--- config.mk ---
export PLATFORM = sky130hd
export DESIGN_NAME = cim_ibuf_rx
export DESIGN_NICKNAME = d
export VERILOG_FILES = /design/src/rtl/cim_ibuf_rx.sv
export SDC_FILE = /design/constraint.sdc
export NUM_CORES = 2
export LEC_CHECK = 0
export ABC_CLOCK_PERIOD_IN_PS = 8500
export CORE_UTILIZATION = 48
export DETAILED_ROUTE_END_ITERATION = 12
export PLACE_DENSITY = 0.6
export SYNTH_ARGS = -nofsm -noshare
export SYNTH_HDL_FRONTEND = slang
export SYNTH_SLANG_ARGS = --single-unit
--- constraint.sdc ---
create_clock -name clk -period 8.5 [get_ports clk]
set_input_delay 1.7 -clock clk [delete_from_list [all_inputs] [get_ports clk]]
set_output_delay 1.7 -clock clk [all_outputs]
set_load 0.1 [all_outputs]
--- src/rtl/cim_ibuf_rx.sv ---
// cim_ibuf_rx: CIM-side row buffer for the conv controller write stream.
// Rows are captured in IDLE. A commit (i_ctrl_busy low with rows held, or with a
// write accepted the same cycle) streams rows 0..rows-1 to the crossbar over
// valid/ready. o_busy then stays high until i_xbar_done arrives in WAIT.
// Ports:
//   clk, rst                      clock, synchronous active-high reset
//   i_we, i_addr, i_data          row write from controller
//   i_ctrl_busy                   controller busy; low with rows held = commit
//   o_busy                        busy back to controller
//   o_xbar_valid/addr/data/last   row stream to crossbar
//   i_xbar_ready                  crossbar accepts the presented row
//   i_xbar_done                   crossbar compute finished
//   o_drop_cnt                    dropped write beats, saturating
//                                 (present only with CIM_IBUF_RX_DROPCNT_EN)
module cim_ibuf_rx #(
  parameter int datatype_size = 8,
  parameter int xbar_size     = 256,
  parameter int v_cim_tiles   = 1,
  localparam int AW = $clog2(xbar_size)
) (
  input  logic                                      clk,
  input  logic                                      rst,
  input  logic                                      i_we,
  input  logic [AW-1:0]                             i_addr,
  input  logic [v_cim_tiles-1:0][datatype_size-1:0] i_data,
  input  logic                                      i_ctrl_busy,
  output logic                                      o_busy,
  output logic                                      o_xbar_valid,
  input  logic                                      i_xbar_ready,
  output logic [AW-1:0]                             o_xbar_addr,
  output logic [v_cim_tiles-1:0][datatype_size-1:0] o_xbar_data,
  output logic                                      o_xbar_last,
`ifdef CIM_IBUF_RX_DROPCNT_EN
  output logic [15:0]                               o_drop_cnt,
`endif
  input  logic                                      i_xbar_done
);

  typedef logic [v_cim_tiles-1:0][datatype_size-1:0] row_t;

  typedef enum logic [1:0] {
    S_IDLE,
    S_LOAD,
    S_DRAIN,
    S_WAIT
  } state_t;

  localparam logic [AW:0] XS = (AW+1)'(xbar_size);

  state_t      r_state;
  state_t      w_next;
  row_t        r_buf [xbar_size];
  row_t        r_rd_data;
  logic [AW-1:0] r_rd_ptr;
  logic [AW:0] r_rows;

  logic        w_in_range;
  logic        w_wr_ok;
  logic [AW:0] w_addr_p1;
  logic        w_hs;
  logic        w_last;
  logic        w_commit;

  assign w_in_range = ({1'b0, i_addr} < XS);
  assign w_wr_ok    = i_we && (r_state == S_IDLE) && w_in_range;
  assign w_addr_p1  = {1'b0, i_addr} + 1'b1;
  assign w_hs       = o_xbar_valid && i_xbar_ready;
  assign w_last     = (r_state == S_DRAIN)
                   && ({1'b0, r_rd_ptr} == r_rows - 1'b1);
  // A write accepted in the commit cycle joins the frame.
  assign w_commit   = !i_ctrl_busy && ((r_rows != '0) || w_wr_ok);

  assign o_busy       = (r_state != S_IDLE);
  assign o_xbar_valid = (r_state == S_DRAIN);
  assign o_xbar_addr  = r_rd_ptr;
  assign o_xbar_data  = r_rd_data;
  assign o_xbar_last  = w_last;

  always_ff @(posedge clk) begin
    if (rst) r_state <= S_IDLE;
    else     r_state <= w_next;
  end

  always_comb begin
    w_next = r_state;
    unique case (r_state)
      S_IDLE:  if (w_commit) w_next = S_LOAD;
      S_LOAD:  w_next = S_DRAIN;
      S_DRAIN: if (w_hs && w_last) w_next = S_WAIT;
      S_WAIT:  if (i_xbar_done) w_next = S_IDLE;
      default: w_next = S_IDLE;
    endcase
  end

  // Buffer is never cleared; only rows below r_rows are streamed.
  always_ff @(posedge clk) begin
    if (w_wr_ok) r_buf[i_addr] <= i_data;
  end

  always_ff @(posedge clk) begin
    if (rst) begin
      r_rows    <= '0;
      r_rd_ptr  <= '0;
      r_rd_data <= '0;
    end else begin
      if (w_wr_ok && (w_addr_p1 > r_rows))
        r_rows <= w_addr_p1;
      if ((r_state == S_WAIT) && i_xbar_done)
        r_rows <= '0;
      // Registered read: the next row is fetched on the
      // accepting handshake so full rate needs no bubble.
      if (r_state == S_LOAD) begin
        r_rd_ptr  <= '0;
        r_rd_data <= r_buf[0];
      end else if (w_hs && !w_last) begin
        r_rd_ptr  <= r_rd_ptr + 1'b1;
        r_rd_data <= r_buf[r_rd_ptr + 1'b1];
      end
    end
  end

`ifdef CIM_IBUF_RX_DROPCNT_EN
  logic [15:0] r_drop_cnt;

  always_ff @(posedge clk) begin
    if (rst)
      r_drop_cnt <= '0;
    else if (i_we && !w_wr_ok && (r_drop_cnt != 16'hFFFF))
      r_drop_cnt <= r_drop_cnt + 16'd1;
  end

  assign o_drop_cnt = r_drop_cnt;
`endif

endmodule
# [Word level (Yosys, flattened, before mapping)]
# Memory sizes are Yosys's and may differ from the RTL's.
# Index checks and enable logic that the tools add are counted.
[word_totals] ff_bits=27 latch_bits=0 ram_bits=2048 mem_bits_ro=0 in_bits=22 out_inout_bits=19 wordCells=42 mem_count=1
[mem_list] memory="r_buf" depth=256 width=8 read_ports=2 rd_ports_with_merged_regs=0 wr=1 line_no="52" text="row_t r_buf [xbar_size];"
[classes] add_sub_neg=3 n_mul=0 div=0 magnitude_cmp=1 n_eq_ne=7 n_shift=0 muxes=8 bitwise=0 n_reduce_logical=18
[ops] operator="$mux 8" count=2
[ops] operator="$add 8x1->9 const B" count=1
[ops] operator="$eq 8x9->1" count=1
[ops] operator="$gt 9x9->1" count=1
[ops] operator="$reduce_bool 9->1" count=1
[ops] operator="$sub 9x1->9 const B" count=1
[ops] operator="$add 8x1->8 const B" count=1
[ops] operator="$logic_and 1x1->1" count=8
[ops] operator="$pmux 2 s4" count=1
[ops] operator="$mux 2" count=3
[ops] operator="$eq 2x2->1 const B" count=2
[ops] operator="$ne 2x2->1 const B" count=2
[ops] operator="$reduce_bool 2->1" count=2
[ops] operator="$reduce_or 2->1" count=2
[ops] operator="$reduce_and 3->1" count=1
[ops] operator="$eq 2x1->1 const B" count=1
[ops] operator="$logic_not 1->1" count=2
[ops] operator="$logic_not 2->1" count=1
[ops] operator="$mux 1" count=2
[ops] operator="$ne 2x1->1 const B" count=1
[ops] operator="$logic_or 1x1->1" count=1

# [Depth between registers and ports, before layout]
[depth] word_depth=7 mapped_depth=14 mapped_depth_nobuf=12

# [Least setup slack after synthesis]
# Ideal clock, no wire load.
[synth_path] path_type="flip-flop to output port" from="register r_rd_ptr[0], in the netlist o_xbar_addr[0]" to="output o_xbar_last" arrival_time_ps=4086 t_required_ps=6800 setup_slack_ps=2714 path_stages_with_launch=9 path_buffers=4 path_cell_list="dfxtp_1 buf_6 buf_6 buf_6 buf_6 xnor2_1 nor2_1 nand4_1 nor3_1"
[synth_between] elab_chain_cells=2
[synth_lines] element="start, declared" line_no="54" text="logic [AW-1:0] r_rd_ptr;"
[synth_lines] element="start signal, assigned" line_no="116" text="r_rd_ptr <= r_rd_ptr + 1'b1;"
[synth_lines] element="$eq 8x9->1" line_no="69" text="&& ({1'b0, r_rd_ptr} == r_rows - 1'b1);"
[synth_lines] element="$logic_and 1x1->1" line_no="69"
[synth_lines] element="end, declared" line_no="32" text="output logic o_xbar_last,"
# Every way passes these cells.

# [Final worst setup path]
# Ends and elaborated chain as after synthesis.

==> impl_metrics.ini <==
[outcome]
outcome = finished clean

[pwr]
p_sw_frac = 0.234
pwr-share-comb = 0.098
p_per_area_mw_per_mm2 = 245
p_clk_frac = 0.387
pwr-share-seq = 0.515
p_leak_uw = 0.0266
p_sw_uw = 5160
vdd_ir_drop_max_v = 0.000206
p_int_uw = 16900
power_uw = 22100

[timing]
fin_ws_ns = 3.16
grt_setup_unrepaired = false
relSlewSlack = 0.0990
final_hold_viol_count = 0
tns_ns = 0
drv_slew = 0
post-route-period-util = 0.629
finalSetupViolations = 0
finClkSkew_ns = 0.0234
tightest_slew_ns = 1.35
achievable-frequency_ghz = 0.187
min_period_ns = 5.34

[clock_tree]
clockBufferDepth = 3
clk_pin_slew_ns = 0.07
cts_tree = built
htree_levels = 4
root_buffer = clkbuf_16
cts_resized = 0
clk_latency_ns = 0.83
post-cts-setup-buffers = 0
hold_buffers = 0
cts.sinks = 2075
numCtsBuffers = 202

[drt]
drc = 0
first_pass_iters = 5
vias = 37600
antenna_left = 0
wire_per_inst_um = 32.8
drt_iter0_drc = 4255
viasPerCell = 6.19
wl_um = 199000

[global_routing]
grt_overflow = 0
grt_pass1_vias = 38000
antenna_found_initial = 6
grt_use_total = 0.237
grt_pass1_wl_um = 284000
grt_max_degree = 168

[yosys]
seq_area_frac_synth = 0.763
avgSynthCellArea_um2 = 22.5
synthCells = 3613
yosysUniqueCellTypes = 67
synth_area_leaders = edfxtp_1, mux4_2, nor2_1, dfxtp_1, buf_2
synth_nets = 3655
synth_area_mm2 = 0.0813
synth-edff-count = 2048
ys_async_sr_fraction = 0
synth_top_flop_cell = edfxtp_1
ys_warn_count = 0
synth_top_area_share = 0.757
yosys.area.top_type = edfxtp_1
yosys_register_bits = 2075

[critical_path]
critical_path_class = reg2out
rr_startpoint = o_xbar_addr[0]
worst_ep_required_time_ns = 6.80
worstPathArrival_ns = 3.64
worstSetupEndpointType = primary output
startpoint = o_xbar_addr[0]
cp_max_fo = 29
cp-start-kind = flop

[cells_and_area]
fin_cells = 6077
area_delta_synth_final_pct = 11.0
nNetsFinal = 3750
layout_commonest_cell = edfxtp_1
drive_above_1_share = 0.263
mostFrequentLayoutCells = edfxtp_1, mux4_2, nor2_1, clkbuf_16, buf_4
post-route-cell-area_mm2 = 0.0902

[floorplanning]
die_area_mm2 = 0.171
die-height_um = 413
initial_utilization = 0.485
io-pin-count = 41
die_w_um = 413
core_area_mm2 = 0.168
rows = 150

[place]
dp.cells = 5708
port_buffers = 40
dpl.hpwl_um = 119000
place_area_mm2 = 0.0840
gp_congestion = 0.861
dp_slack_ns = 3.07

[flow_run]
max_cap_viol_count = 0

[min_path]
min_path_type = reg2reg
hold_start = r_rows[8]
[critical path, stage by stage, from the launching register on]
cell and delay (ns):
dfxtp_4 0.76, buf_4 0.62, xnor2_1 0.13, nor2_1 0.12, nand4_1 0.13, nor3_1 0.58, buf_4 0.46
[through the flow]
step	hold WS, ns	util
2_1_floorplan	0.461	-
3_3_place_gp	0.494	0.501
3_5_place_dp	0.478	0.501
4_1_cts	0.489	0.538
5_1_grt	0.523	0.538
6_report	0.494	0.538
[power by group through the flow]
stage | sequential (uW) | clock [uW] | combinational, uW
after detailed placement | 11600 | 0 | 2200
after global routing | 11400 | 9030 | 2280
after global placement | 11600 | 0 | 2200
after floorplan | 11600 | 0 | 1350
after CTS | 11400 | 8670 | 2210
final | 11400 | 8540 | 2170
[path summary, 6_finish.rpt]
kind	end	slack (ns)	cells past startpoint
hold / removal	r_rows[8]	0.49	2
hold reg to reg	r_rows[8]	0.49	2
setup reg to reg	o_xbar_data[2]	3.66	11
setup / recovery	o_xbar_last	3.16	6
[cell usage after synthesis (7+ instances only)]
cell,instances
a211oi_1,10
a21oi_1,28
buf_1,16
buf_2,57
buf_4,38
buf_6,18
clkbuf_1,72
dfxtp_1,27
edfxtp_1,2048
ha_1,20
inv_1,21
mux4_2,640
nand2_1,48
nand2b_1,15
nand3_1,21
nand4_1,12
nor2_1,298
nor2b_1,8
nor3_1,55
nor4_1,16
o2111ai_1,7
o211ai_1,10
o21a_1,8
o21ai_0,11
o22ai_1,8
o32ai_1,7
xnor2_1,12
[cell families (layout without fill, tap and decap cells)]
kind of cell | count (synthesis) | in the layout | share of synthesized area
compound gates | 124 | 124 | 0.0107
xor+xnor | 20 | 20 | 0.00257
fa+ha+maj | 20 | 20 | 0.00308
buf+inv | 224 | 482 | 0.0148
flops | 2075 | 2075 | 0.763
mux | 644 | 644 | 0.178
other cells | 0 | 2 | 0
simple gates | 506 | 506 | 0.0276
[registers in the layout, summed over array words and instances (netlist names)]
signal,cells
o_xbar_addr,8
o_xbar_data,8
r_buf,2048
r_rows,9
r_state,2
[layout make-up]
type	count	area, um2
Tap cell	2204	2760
Timing Repair Buffer	94	938
Sequential cell	2075	62000
Multi-Input combinational cell	1314	18100
Inverter	21	78.8
Antenna cell	2	5.00
Clock inverter	116	882
Clock buffer	251	5360
Fill cell	12600	77400
[per-layer routing]
| layer | track usage | wire length (um) | vias to the layer above |
|---|---|---|---|
| li1 | - | - | 15500 |
| met1 | 0.342 | 84200 | 20600 |
| met2 | 0.367 | 96000 | 1297 |
| met3 | 0.0494 | 14000 | 258 |
| met4 | 0.0664 | 5060 | 8 |
| met5 | 0 | 55 | - |
Power figures use the tool's default switching activity.
==> RTL edit: new RTL, same flow settings <==
The parameter `datatype_size` goes from 8 to 4.
--- a/src/rtl/cim_ibuf_rx.sv
+++ b/src/rtl/cim_ibuf_rx.sv
@@ -15,3 +15,3 @@
 module cim_ibuf_rx #(
-  parameter int datatype_size = 8,
+  parameter int datatype_size = 4,
   parameter int xbar_size     = 256,
Ports: changed (resized i_data and o_xbar_data); port bits go from 41 to 33. No check against the original RTL was run, so the function may have changed too.
==> RTL edit against the original RTL <==
Setup slack worse by 470 ps. Cell count is 44% lower. Sequential cell count is 1028 lower. Total power is 47% lower. Cell area is 48% lower. Area after synthesis is 48% lower. Routed wire length is 50% lower. Critical endpoint unchanged. Sequential share of layout area is 2.6 points lower.
==> RTL edit: results (changes against the original RTL) <==
[detailed_routing]
viasPerCell = 6.10  ; was 6.19
wl_um = 98800  ; was 199000 µm
detail_route.iter0.violations = 2077  ; was 4255
topRoutingLayerUsed = met4  ; was met5
wl_met3_um = 8040  ; was 14000 µm

[logic_synthesis]
synth_mux_area_share_pct = 16.8  ; was 17.8%
ys_top_cells_by_area = sky130_fd_sc_hd__edfxtp_1 (73%), sky130_fd_sc_hd__mux4_2 (17%), sky130_fd_sc_hd__nor2_1 (2.5%), sky130_fd_sc_hd__dfxtp_1 (1.1%), sky130_fd_sc_hd__nand2_1 (0.79%)  ; was sky130_fd_sc_hd__edfxtp_1 (76%), sky130_fd_sc_hd__mux4_2 (18%), sky130_fd_sc_hd__nor2_1 (1.4%), sky130_fd_sc_hd__dfxtp_1 (0.67%), sky130_fd_sc_hd__buf_2 (0.35%)
synth_xor_xnor_area_share_pct = 0.684  ; was 0.257%
synth_edf_count = 1024  ; was 2048
synth-compound-area-share_pct = 1.36  ; was 1.07%
post_synthesis_share_of_cell_area_spent_on_full_adders_half_adders_and_majority_gates_pct = 0.595  ; was 0.308%
yosysSeqAreaShare_pct = 74.2  ; was 76.3%

[placed_design]
buffer_ports.inserted = 32  ; was 40
routabilityCongestion = 0.853  ; was 0.861
placed_area_mm2 = 0.0435  ; was 0.0840 mm²
detailed_placer_s_ending_hpwl_um = 57900  ; was 119000 µm

[sta]
finClkSkew_ps = 39.2  ; was 23.4 ps
tightest_slew_ps = 1030  ; was 1350 ps

[setup_path]
crit_fanout = 8  ; was 29
cp_slowest_cell = sky130_fd_sc_hd__clkdlybuf4s50_1  ; was sky130_fd_sc_hd__dfxtp_4

[pwr]
reported_leakage_power_nw = 14.0  ; was 26.6 nW
vdd_ir_drop_max_mv = 0.173  ; was 0.206 mV

[cells_and_area]
flip_flop_count_of_the_largest_register_after_layout = 1024  ; was 2048
final.fill_count = 6649  ; was 12.6k

[run_status]
status = finished, final reports clean  ; unchanged

[global_route]
grt_antenna_before_repair = 2  ; was 6
grt_start_max_net_pins = 205  ; was 168
groute.usage.overall_pct = 22.7  ; was 23.7%
grt_pass1_wl_um = 147000  ; was 284000 µm

[clocking]
cts_inserted_buffers = 105  ; was 202
clkLatencyLatePin_ps = 690  ; was 830 ps

RTL edit: cell type report:
cell class / instances / share of cell area, %
timing repair buffer: 61 / 1.23
multi-input combinational: 926 / 21.7
tap: 1155 / 3.07
sequential: 1047 / 66.2
inverter: 16 / 0.127
clock inverter: 74 / 1.78
clock buffer: 124 / 5.82
antenna: 1 / 0.00531
RTL edit: layer usage:
layer  track usage [%]  up-vias
met1              33.6    11100
met5                 0        -
met2              35.3      835
met3              4.13      145
met4              5.84        0
li1                  -     8684
RTL edit: path summary, 6_finish.rpt:
kind,startpoint,endpoint,slack (ps),cells past startpoint
min,r_buf[0][2]$_DFFE_PP_,o_xbar_data[2]$_SDFFE_PP0P_,500,2
max reg2reg,o_xbar_addr[0]$_SDFFE_PP0P_,o_xbar_data[2]$_SDFFE_PP0P_,3880,9
max,r_rows[0]$_SDFFE_PP0P_,o_xbar_last,2690,8
min reg2reg,r_buf[0][2]$_DFFE_PP_,o_xbar_data[2]$_SDFFE_PP0P_,500,2
RTL edit: tightest hold or removal path, cell delays in order, from the launching register on:
cell	delay, ps
sky130_fd_sc_hd__edfxtp_1	340
sky130_fd_sc_hd__a21oi_1	60
sky130_fd_sc_hd__o21ai_1	60
RTL edit: power by group through the flow:
stage                     registers (mW)  logic [mW]  clock network, mW
final                               5.75        1.19               4.74
after detailed placement            5.86        1.20                  0
after global routing                5.75        1.28               5.01
after floorplan                     5.87       0.818                  0
after CTS                           5.75        1.20               4.81
after global placement              5.86        1.18                  0
RTL edit: per-stage QoR:
stage                     std cells  utilization [%]
after floorplan                2112                -
after global placement         3205             50.2
after detailed placement       3205             50.2
after CTS                      3403             54.3
after global routing           3404             54.3
final                          3404             54.3
